### config.mk
export PLATFORM = sky130hd
export DESIGN_NAME = vgabounce
export DESIGN_NICKNAME = d
export VERILOG_FILES = /design/src/rtl/vgabounce.sv
export SDC_FILE = /design/constraint.sdc
export NUM_CORES = 1
export LEC_CHECK = 0
export CORE_MARGIN = 4
export CORE_UTILIZATION = 50
export CTS_CLUSTER_DIAMETER = 40
export DETAILED_ROUTE_END_ITERATION = 16
export PLACE_DENSITY = 0.7
export SKIP_CTS_REPAIR_TIMING = 1
export SYNTH_ARGS = -nofsm -noshare
export SYNTH_HDL_FRONTEND = slang
export SYNTH_SLANG_ARGS = --single-unit
### constraint.sdc
create_clock -name i_pixclk -period 5.8 [get_ports i_pixclk]
set_clock_uncertainty 0.05 [all_clocks]
set_input_delay 1.16 -clock i_pixclk [delete_from_list [all_inputs] [get_ports i_pixclk]]
set_output_delay 1.16 -clock i_pixclk [all_outputs]
set_load 0.01 [all_outputs]
### src/rtl/vgabounce.sv
// Animated pixel source: a solid square bouncing diagonally on a solid background.
// Optional 1-pixel white frame around the active area when VGABOUNCE_BORDER_EN is defined.
module vgabounce #(
    parameter int                          BITS_PER_COLOR = 8,
    parameter int                          HW             = 16,
    parameter int                          BOX_SIZE       = 32,
    parameter int                          STEP           = 2,
    parameter logic [3*BITS_PER_COLOR-1:0] FG_COLOR       = 24'hFFFF00,
    parameter logic [3*BITS_PER_COLOR-1:0] BG_COLOR       = 24'h000080
) (
    input  logic                          i_pixclk,
    input  logic                          i_reset,
    input  logic [HW-1:0]                 i_width,
    input  logic [HW-1:0]                 i_height,
    input  logic                          i_rd,
    input  logic                          i_newline,
    input  logic                          i_newframe,
    output logic [3*BITS_PER_COLOR-1:0]   o_pixel
);

    typedef struct packed {
        logic [HW-1:0] pos;
        logic          dir;   // 1 = moving towards larger coordinates
    } axis_t;

    localparam logic [HW-1:0] ONE    = HW'(1);
    localparam logic [HW-1:0] STEP_H = HW'(STEP);
    localparam logic [HW:0]   STEP_W = (HW+1)'(STEP);
    localparam logic [HW:0]   BOX_W  = (HW+1)'(BOX_SIZE);

    localparam axis_t AXIS_RESET = '{pos: '0, dir: 1'b1};

    logic [HW-1:0] x;
    logic [HW-1:0] y;
    axis_t         box_x;
    axis_t         box_y;

    // One frame of motion along one axis; the edge test is widened by a bit so it cannot wrap.
    function automatic axis_t bounce(input axis_t a, input logic [HW-1:0] limit);
        axis_t r;
        r = a;
        if (a.dir) begin
            if ({1'b0, a.pos} + BOX_W + STEP_W > {1'b0, limit}) begin
                r.dir = 1'b0;
                r.pos = a.pos - STEP_H;
            end else begin
                r.pos = a.pos + STEP_H;
            end
        end else begin
            if ({1'b0, a.pos} < STEP_W) begin
                r.dir = 1'b1;
                r.pos = a.pos + STEP_H;
            end else begin
                r.pos = a.pos - STEP_H;
            end
        end
        return r;
    endfunction

    // NOTE: state registers use non-blocking assignments so every register samples pre-edge values.
    always_ff @(posedge i_pixclk) begin
        if (i_reset) begin
            x     <= '0;
            y     <= '0;
            box_x <= AXIS_RESET;
            box_y <= AXIS_RESET;
        end else if (i_newframe) begin
            x     <= '0;
            y     <= '0;
            box_x <= bounce(box_x, i_width);
            box_y <= bounce(box_y, i_height);
        end else if (i_newline) begin
            x <= '0;
            if (y < i_height) begin
                y <= y + ONE;
            end
        end else if (i_rd) begin
            if (x < i_width) begin
                x <= x + ONE;
            end
        end
    end

    logic active;
    logic in_box;

    assign active = (x < i_width) && (y < i_height);
    assign in_box = ({1'b0, x} >= {1'b0, box_x.pos}) && ({1'b0, x} < {1'b0, box_x.pos} + BOX_W)
                 && ({1'b0, y} >= {1'b0, box_y.pos}) && ({1'b0, y} < {1'b0, box_y.pos} + BOX_W);

`ifdef VGABOUNCE_BORDER_EN
    logic on_border;
    assign on_border = (x == '0) || (x == i_width - ONE) || (y == '0) || (y == i_height - ONE);
`endif

    // NOTE: o_pixel gets a default before any branch so no latch is inferred.
    always_comb begin
        o_pixel = '0;
        if (active) begin
            o_pixel = in_box ? FG_COLOR : BG_COLOR;
`ifdef VGABOUNCE_BORDER_EN
            if (on_border) begin
                o_pixel = '1;
            end
`endif
        end
    end

endmodule

==> flow_metrics.env <==
export IMPL_outcome="complete, no violations"
export IMPL_cts_sinks=64
export IMPL_crit_type="flop to primary output"
export IMPL_area_delta_synth_final_pct=12.1
export IMPL_htree_levels=3
export IMPL_r2r_end="box_y[5]"
export IMPL_cts_buffers=9
export IMPL_startpoint_type="flop"
export IMPL_fin_ws_ps=96.9
export IMPL_dr_pass1_iters=5
export IMPL_p_leak_nw=3.79
export IMPL_synth_seq_cells=64
export IMPL_crit_start="box_x[7]"
export IMPL_ff2ff_setup_slack_ps=700
export IMPL_peakVddDrop_v=0.000148
export IMPL_io_pins=61
export IMPL_cp_end_kind="primary output"
export IMPL_min_period_over_period=0.983
export IMPL_grt_overflow=0
export IMPL_busiest_layer="met2"
export IMPL_grt_use_met3=0.0301
export IMPL_grt_pass1_vias=6183
export IMPL_vias_per_cell=5.72
export IMPL_path_clk_slew_ps=50
export IMPL_cp_data_required_time_ps=4590
export IMPL_post_route_drc_count=0
export IMPL_antenna_found_initial=0
export IMPL_io_buffers=53
export IMPL_hpwl_mm=14.5
export IMPL_placementRows=44
export IMPL_worst_pin_slew_ps=798
export IMPL_grt_usage=0.218
export IMPL_clkPwrFrac=0.401
export IMPL_holdCritPathClass="flop to flop"
export IMPL_drt_iter0_drc=436
export IMPL_crit_path_end="o_pixel[23]"
export IMPL_grtUsageMet2=0.403
export IMPL_groute_layer_met1_usage=0.264
export IMPL_die_area_um2=16800
export IMPL_period_minus_slack_ps=5700
export IMPL_postSynthCellCount=941
export IMPL_drt_wl_total_mm=18.3
export IMPL_seqPwrFrac=0.372
export IMPL_hp_start="box_x[9]"
export IMPL_cts_tree="built"
export IMPL_drv_cap=0
export IMPL_dieWidth_um=129
export IMPL_grt_pass1_wl_mm=29.7
export IMPL_dieHeight_um=129
export IMPL_gp_congestion=0.889
export IMPL_critPathMaxFanout=8
export IMPL_synth_warnings=0
export IMPL_synth_top_cell_area_share=0.210
export IMPL_drive_above_1_share=0.0646
export IMPL_slew_headroom=0.465
export IMPL_synth_flop_cell="dfxtp_1"
export IMPL_p_switching_uw=341
export IMPL_synth_area_um2=7380
export IMPL_reg2regPathDepth=18
export IMPL_clock_fmax_mhz=175
export IMPL_p_sw_frac=0.279
export IMPL_clock_latency_ps=350
export IMPL_drv_slew=0
export IMPL_setup_viol=0
export IMPL_mostFrequentLayoutCells="ha_1 (123), nor2_1 (82), inv_1 (79), dfxtp_1 (62), nand2_1 (55)"
export IMPL_p_per_area_nw_per_um2=148
export IMPL_antenna_cells=0
export IMPL_yosysTopAreaCell="ha_1"
export IMPL_cts_root_buf="clkbuf_16"
export IMPL_crit_arrival_ps=4490
export IMPL_pre_cts_slack_ps=-5.35
export IMPL_fin_util=0.571
export IMPL_cts_max_path_buffers=2
export IMPL_ant_nets=0
export IMPL_combPwrFrac=0.227
export IMPL_p_total_mw=1.22
export IMPL_route_vias_total=6631
export IMPL_initial_core_util=0.509
export IMPL_final_common_cell="ha_1"
export IMPL_synth_edf_count=0
export IMPL_synthArstFlopShare=0
export IMPL_avgSynthCellArea_um2=7.84
export IMPL_hold_viol=0
export IMPL_finalNetCount=1133
export IMPL_r2r_start="box_y[7]"
export IMPL_synth_area_top_cells="ha_1 (21%), dfxtp_1 (17%), xnor2_1 (6.4%)"
export IMPL_synth_seq_area_share=0.174
export IMPL_core_area_um2=14500
export IMPL_internal_power_uw=881
export IMPL_synth_distinct_cells=71
export IMPL_grt_max_degree=41
export IMPL_wl_per_cell_um=15.8
[power groups by stage]
stage                     registers [mW]  logic, mW  clock network, mW
after floorplan                    0.459      0.183                  0
after global routing               0.455      0.302              0.516
final                              0.454      0.277              0.490
after global placement             0.463      0.258                  0
after CTS                          0.454      0.263              0.501
after detailed placement           0.463      0.261                  0
[worst max-delay path, cell delays in order, from the launching register on]
cell and delay (ps):
dfxtp_2 360, ha_2 200, and3_1 220, nand3_1 160
xnor2_2 190, ha_1 300, a21o_1 170, a21o_1 170
a21o_1 170, a2111oi_1 410, a31oi_1 160, a2111oi_2 350
nor4b_4 370, and4_4 330, clkdlybuf4s50_1 580
[synth_stat cells, types with 23 or more instances]
library cell,number
inv_1,79
nand3_1,40
nor2_1,83
dfxtp_1,64
a21o_1,34
nand4_1,29
nand2_1,55
clkbuf_1,23
o21ai_0,30
xnor2_1,54
ha_1,124
mux2i_1,23
buf_4,23
a21oi_1,53
[flip-flops by register name, indices dropped and copies added, names as in the netlist]
name   count
box_y     16
x         16
y         16
box_x     16
[cell families after synthesis]
| group | share of synthesized area |
|---|---|
| AND/OR/NAND/NOR | 0.230 |
| AO/OA/AOI/OAI | 0.173 |
| buffers and inverters | 0.0875 |
| adder cells (fa/ha/maj) | 0.210 |
| XOR/XNOR | 0.0867 |
| flip-flops | 0.174 |
| multiplexers | 0.0388 |
| other | 0.000508 |
[cell type report]
cell class | count | area [um2]
inverter | 80 | 300
tap | 184 | 230
clock buffer | 13 | 250
fill | 1390 | 6210
multi-input combinational | 745 | 5520
timing repair buffer | 72 | 676
clock inverter | 1 | 5.00
sequential | 64 | 1280
[how the worst min path moves through the flow]
stage	slack (ps)	to	cells after the start
final	470	box_x[9]	2
after CTS	490	box_y[3]	2
after global routing	530	box_x[14]	2
after detailed placement	480	box_y[3]	2
after floorplan	430	x[0]	2
after global placement	480	box_y[3]	2
[per-stage QoR]
stage	area (um2)	TNS [ps]	instances	hold slack, ps
floorplan	7400	0	947	430
global route	8270	-872	1159	532
CTS	8200	-6110	1156	488
detailed placement	7940	-12.7	1142	481
global placement	7940	0	1142	475
finish	8270	0	1159	473
[metal layers]
layer | share of wire | up-vias
li1 | - | 3412
met1 | 0.44 | 3073
met2 | 0.51 | 132
met3 | 0.039 | 14
met4 | 0.013 | 0
met5 | 0 | -
No activity file was read; power rests on OpenSTA's default activity.
